==> config.mk <==
export PLATFORM = sky130hd
export DESIGN_NAME = pc_sequencer_flat
export DESIGN_NICKNAME = d
export VERILOG_FILES = /design/src/rtl/pc_sequencer_if.sv /design/src/rtl/pc_sequencer.sv /design/src/flat_wrapper.sv
export SDC_FILE = /design/constraint.sdc
export NUM_CORES = 1
export LEC_CHECK = 0
export BUFFER_PORTS_ARGS = -buffer_cell sky130_fd_sc_hd__clkbuf_2
export CORE_MARGIN = 3
export CORE_UTILIZATION = 35
export DETAILED_ROUTE_END_ITERATION = 6
export PLACE_DENSITY = 0.66
export SYNTH_ARGS = -nofsm -noshare
export SYNTH_HDL_FRONTEND = slang
export SYNTH_SLANG_ARGS = --single-unit
==> constraint.sdc <==
create_clock -name clk -period 6.05 [get_ports clk]
set_input_delay 0.605 -clock clk [delete_from_list [all_inputs] [get_ports clk]]
set_output_delay 0.605 -clock clk [all_outputs]
set_load 0.01 [all_outputs]
==> src/rtl/pc_sequencer_if.sv <==
// pc_sequencer_if -- control/status bundle for pc_sequencer.
//   master: drives stall, branch, rel, target, call, ret; observes pc and RAS status.
//   slave : the sequencer itself (consumes controls, produces pc/ras_cnt/ras_ovf/ras_unf).
// Parameters: PC_W (pc/target width), RAS_DEPTH (sets ras_cnt width = clog2(RAS_DEPTH)+1).
interface pc_sequencer_if #(
  parameter int PC_W      = 12,
  parameter int RAS_DEPTH = 4
);
  logic                           stall;
  logic                           branch;
  logic                           rel;
  logic [PC_W-1:0]                target;
  logic                           call;
  logic                           ret;
  logic [PC_W-1:0]                pc;
  logic [$clog2(RAS_DEPTH):0]     ras_cnt;
  logic                           ras_ovf;
  logic                           ras_unf;

  modport master (
    output stall, branch, rel, target, call, ret,
    input  pc, ras_cnt, ras_ovf, ras_unf
  );

  modport slave (
    input  stall, branch, rel, target, call, ret,
    output pc, ras_cnt, ras_ovf, ras_unf
  );
endinterface

==> src/rtl/pc_sequencer.sv <==
// pc_sequencer -- program-counter sequencer with optional return-address stack.
//   clk  : rising-edge clock
//   rst  : asynchronous, active-high reset
//   bus  : pc_sequencer_if.slave
//          in : stall (hold all state), branch, rel (target is signed offset),
//               target, call (jump + push pc+STEP), ret (pop into pc)
//          out: pc (registered), ras_cnt (valid entries), ras_ovf / ras_unf
//               (one-cycle pulses on push overwrite / ret with empty stack)
// Next-pc priority: ret > call|branch > increment. Jump targets are aligned by
// clearing the low ALIGN_BITS bits.
// Build option: define PC_SEQ_RAS_EN to include the return-address stack.
// Without it, call acts as branch, ret acts as increment, ras_* outputs are 0.
module pc_sequencer #(
  parameter int PC_W       = 12,
  parameter int STEP       = 4,
  parameter int ALIGN_BITS = 2,
  parameter int RESET_PC   = 0,
  parameter int RAS_DEPTH  = 4
) (
  input  logic           clk,
  input  logic           rst,
  pc_sequencer_if.slave  bus
);
  localparam int CW = $clog2(RAS_DEPTH) + 1;
  localparam int PW = $clog2(RAS_DEPTH);
  localparam logic [PC_W-1:0] MASK   = {PC_W{1'b1}} << ALIGN_BITS;
  localparam logic [PC_W-1:0] RST_PC = PC_W'(RESET_PC) & MASK;

  logic [PC_W-1:0] pc;
  logic [PC_W-1:0] seq_pc;
  logic [PC_W-1:0] jmp_pc;

  assign seq_pc = pc + PC_W'(STEP);
  assign jmp_pc = (bus.rel ? pc + bus.target : bus.target) & MASK;
  assign bus.pc = pc;

`ifdef PC_SEQ_RAS_EN
  logic [PC_W-1:0] stack [RAS_DEPTH];
  logic [PW-1:0]   sp;     // next write slot; when full it is also the oldest entry
  logic [CW-1:0]   cnt;
  logic            ovf;
  logic            unf;
  logic            full;
  logic            do_push;

  assign full    = (cnt == CW'(RAS_DEPTH));
  assign do_push = !bus.stall && !bus.ret && bus.call;

  assign bus.ras_cnt = cnt;
  assign bus.ras_ovf = ovf;
  assign bus.ras_unf = unf;

  // Storage needs no reset; only pointer and count are cleared.
  always_ff @(posedge clk) begin
    if (do_push) stack[sp] <= seq_pc;
  end

  always_ff @(posedge clk or posedge rst) begin
    if (rst) begin
      pc  <= RST_PC;
      sp  <= '0;
      cnt <= '0;
      ovf <= 1'b0;
      unf <= 1'b0;
    end else if (bus.stall) begin
      ovf <= 1'b0;
      unf <= 1'b0;
    end else begin
      ovf <= 1'b0;
      unf <= 1'b0;
      if (bus.ret) begin
        if (cnt != '0) begin
          pc  <= stack[sp - 1'b1];
          sp  <= sp - 1'b1;
          cnt <= cnt - 1'b1;
        end else begin
          pc  <= seq_pc;
          unf <= 1'b1;
        end
      end else if (bus.call) begin
        pc <= jmp_pc;
        sp <= sp + 1'b1;
        if (full) ovf <= 1'b1;
        else      cnt <= cnt + 1'b1;
      end else if (bus.branch) begin
        pc <= jmp_pc;
      end else begin
        pc <= seq_pc;
      end
    end
  end
`else
  assign bus.ras_cnt = '0;
  assign bus.ras_ovf = 1'b0;
  assign bus.ras_unf = 1'b0;

  always_ff @(posedge clk or posedge rst) begin
    if (rst) begin
      pc <= RST_PC;
    end else if (!bus.stall) begin
      if (bus.ret)                      pc <= seq_pc;
      else if (bus.call || bus.branch)  pc <= jmp_pc;
      else                              pc <= seq_pc;
    end
  end
`endif
endmodule

==> src/flat_wrapper.sv <==
// flat-port wrapper written by rule: the top's interface ports become plain ports
module pc_sequencer_flat 
#(
  parameter int PC_W       = 12,
  parameter int STEP       = 4,
  parameter int ALIGN_BITS = 2,
  parameter int RESET_PC   = 0,
  parameter int RAS_DEPTH  = 4
)
  (clk, rst, bus_stall, bus_branch, bus_rel, bus_target, bus_call, bus_ret, bus_pc, bus_ras_cnt, bus_ras_ovf, bus_ras_unf);
  pc_sequencer_if #(.PC_W(PC_W), .RAS_DEPTH(RAS_DEPTH)) bus_i ();
  input  logic clk;
  input  logic rst;
  input wire logic [$bits(bus_i.stall)-1:0] bus_stall;
  input wire logic [$bits(bus_i.branch)-1:0] bus_branch;
  input wire logic [$bits(bus_i.rel)-1:0] bus_rel;
  input wire logic [$bits(bus_i.target)-1:0] bus_target;
  input wire logic [$bits(bus_i.call)-1:0] bus_call;
  input wire logic [$bits(bus_i.ret)-1:0] bus_ret;
  output wire logic [$bits(bus_i.pc)-1:0] bus_pc;
  output wire logic [$bits(bus_i.ras_cnt)-1:0] bus_ras_cnt;
  output wire logic [$bits(bus_i.ras_ovf)-1:0] bus_ras_ovf;
  output wire logic [$bits(bus_i.ras_unf)-1:0] bus_ras_unf;
  assign bus_i.stall = bus_stall;
  assign bus_i.branch = bus_branch;
  assign bus_i.rel = bus_rel;
  assign bus_i.target = bus_target;
  assign bus_i.call = bus_call;
  assign bus_i.ret = bus_ret;
  assign bus_pc = bus_i.pc;
  assign bus_ras_cnt = bus_i.ras_cnt;
  assign bus_ras_ovf = bus_i.ras_ovf;
  assign bus_ras_unf = bus_i.ras_unf;
  pc_sequencer #(.PC_W(PC_W), .STEP(STEP), .ALIGN_BITS(ALIGN_BITS), .RESET_PC(RESET_PC), .RAS_DEPTH(RAS_DEPTH)) u_core (.clk(clk), .rst(rst), .bus(bus_i));
endmodule
==> results by group <==
Global route
  – GRT overflow: 0
  – First-pass GRT wire length: 4.80 mm
  – Met2 usage: 18.8%
  – Met1 usage: 22.8%
  – Largest net degree at the start of global routing: 22
  – GR met3 Demand/Resource: 1.37%
  – Total GRT Usage: 14.3%
  – Initial antenna violation count: 0
  – Vias in the first global route: 1006
  – Global route hottest layer: met1

CTS
  – H-tree Lvls: 1
  – Clk_lat worst skew: 250 ps
  – CTS hold repair buffers: 0
  – CTS tree: yes
  – Clk sinks: 10
  – Post-CTS sizing: 0
  – Clock buffer depth: 2
  – Clock-pin transition on the worst setup and hold timing paths: 60 ps
  – Post-CTS Setup Inserts: 0
  – CTS Root Cell: clkbuf_4
  – Cts bufs inserted: 3

Synth
  – Largest family of logic cells by synthesized area: compound AO/OA/AOI/OAI gates
  – Post-synthesis mux area share: 3.04%
  – Post-synthesis sequential area ratio: 20.2%
  – Top post-synthesis cells by area: dfrtp_1 20%, ha_1 10%, a21oi_1 7.7%
  – Cell with the most instances after synthesis: a21oi_1
  – Post-synth EDFFs: 0
  – Synth Cell Area: 0.00124 sq mm
  – Gate Count Post-Synth: 159
  – Top_reg_cell synth: dfrtp_1
  – Most frequent cells after synthesis: 19 x a21oi_1, 12 x nor2_1, 10 x dfrtp_1, 10 x ha_1, 10 x inv_1
  – Register bit total from synthesis: 10
  – Synth Warn #: 0
  – Synth top area share: 20.2%
  – Synthesized-area fraction occupied by and/or/nand/nor cells: 20.0%
  – XOR/XNOR Fraction of Synth Area: 4.25%
  – Synth Area in Compound Gates: 31.7%
  – Mapped Avg Cell Area: 7.77 sq um
  – Synth cell types: 50
  – Ys async rst share: 100%
  – Area leader, netlist: dfrtp_1
  – Adder-cell share of the synthesized area: 10.1%

Run status
  – Status: complete, no violations

Place
  – Placed cell count: 222
  – Port buffer count: 26
  – Detailed Place HPWL: 2.34 mm
  – Placer Congestion: 0.870

STA
  – Final Hold Vio Count: 0
  – Fmax: 0.482 GHz
  – Worst Tran Pin Value: 525 ps
  – Setup TNS: 0 ps
  – Minimum clock period: 2070 ps
  – Worst relative slew slack: 64.6%
  – Setup-failing EPs final: 0
  – Skew final: 2.54 ps
  – Count of pins over their slew limit: 0
  – RSZ-0062 raised after global routing: no
  – Final worst-path cycle share: 34.3%

Critical path
  – Crit-path cells: ha_1, nand3_1, o2111ai_4, nand3_2, mux2_4, o32ai_2
  – Crit path capture type: register
  – R2r startpoint: u_core.bus.pc[5]
  – WP data arrival: 2230 ps
  – Slowest CP cell: dfrtp_1
  – Reg-to-reg critical path endpoint: u_core.bus.pc[11]
  – Worst Reg-to-Reg Cells: 6
  – R2r setup slk: 3980 ps
  – Max stage delay on crit path: 480 ps
  – Setup crit start kind: register
  – CP required: 6210 ps
  – Worst-path maximum fanout: 9
  – CP Class: register to register

Floorplan
  – I/O Pins: 36
  – Area of the core: 0.00320 sq mm
  – Die Height: 65.4 um
  – Die Footprint: 0.00428 sq mm
  – Die X: 65.4 um
  – Std-Cell Rows: 20
  – Initial core utilization: 38.6%

Pwr
  – Pwr dens: 340 mW/mm^2
  – Static Leak: 0.628 nW
  – Worst VDD drop: 0.179 mV

Drt
  – Vias: 1195
  – WL/cell: 12.5 um
  – TritonRoute pass-1 iters: 4
  – Final wirelength: 2.82 mm
  – Vias per inst: 5.31
  – Drt drc: 0
  – Routed Antenna Nets: 0
  – DRT iter0 DRCs: 23

Finish
  – Fin cells: 225
  – Nets: 212
  – Synthesis-to-finish area growth: 11.9%
  – Biggest register: u_core.bus.pc
  – Regs by FF count: u_core.bus.pc: 10 flops
  – Layout cells sized above 1: 21.5%
  – Diodes inserted: 0
  – Largest register FFs: 10

Flow run
  – Max-cap viol count: 0

Worst hold path
  – Hold Path Class: input port to asynchronous set/reset pin
==> worst max-delay path by stage <==
stage | startpoint | slack (ps) | cells after the start | end
floorplan | bus_target[3] | 3970 | 6 | u_core.bus.pc[11]
global placement | bus_target[8] | 3720 | 7 | u_core.bus.pc[11]
detailed placement | bus_target[3] | 3730 | 7 | u_core.bus.pc[11]
CTS | u_core.bus.pc[8] | 3960 | 6 | u_core.bus.pc[11]
global route | u_core.bus.pc[8] | 3790 | 6 | u_core.bus.pc[11]
finish | u_core.bus.pc[5] | 3980 | 6 | u_core.bus.pc[11]
==> metrics by stage <==
step / power, mW / hold slack [ps] / setup WS, ps / util, % / instance area (sq um)
6_report: 0.471 / 286 / 3980 / 43.2 / 1380
5_1_grt: 0.521 / 318 / 3790 / 43.2 / 1380
4_1_cts: 0.475 / 286 / 3960 / 43.2 / 1380
3_5_place_dp: 0.428 / 571 / 3730 / 42.5 / 1360
3_3_place_gp: 0.428 / 568 / 3720 / 42.5 / 1360
2_1_floorplan: 0.351 / 445 / 3970 / - / 1260
==> layout by cell type, fill, tap and decap left out, types with 7 or more instances in the layout <==
master | synthesis | layout
a21oi_1 | 19 | 19
ha_1 | 10 | 10
inv_1 | 10 | 10
nand3_1 | 7 | 7
nor2_1 | 12 | 12
conb_1 | 1 | 7
nand2_1 | 7 | 7
dfrtp_1 | 10 | 10
o21ai_0 | 7 | 7
clkbuf_2 | 0 | 26
==> routing by layer <==
layer,wire length [um],vias to the layer above
met5,0,-
met4,38,0
met3,117,4
met2,1210,29
met1,1460,539
li1,-,623
==> cell families after synthesis <==
logic type / count (synthesis)
AND/OR/NAND/NOR: 48
multiplexers: 3
XOR/XNOR: 6
AO/OA/AOI/OAI: 57
flip-flops: 10
adder cells (fa/ha/maj): 10
buffers and inverters: 24
other: 1
==> where the power goes <==
part,total (mW),internal (mW),switching (mW),leakage (nW)
sequential,0.134,0.0916,0.0421,0.111
clock,0.0406,0.0227,0.0179,0.0138
combinational,0.297,0.130,0.166,0.503
total,0.471,0.245,0.226,0.628
==> layout make-up <==
cell class,count,area [sq um]
inverter,10,37.5
sequential,10,250
tap,44,55.1
clock buffer,3,22.5
timing repair buffer,27,138
fill,344,1820
multi-input combinational,131,881
==> critical path, delay by kind of cell, from the launching register on <==
family | cells | cell delay (ps)
compound gates | 2 | 510
mux | 1 | 320
fa+ha+maj | 1 | 380
flops | 1 | 480
simple gates | 2 | 290
(Power assumes the default switching activity.)
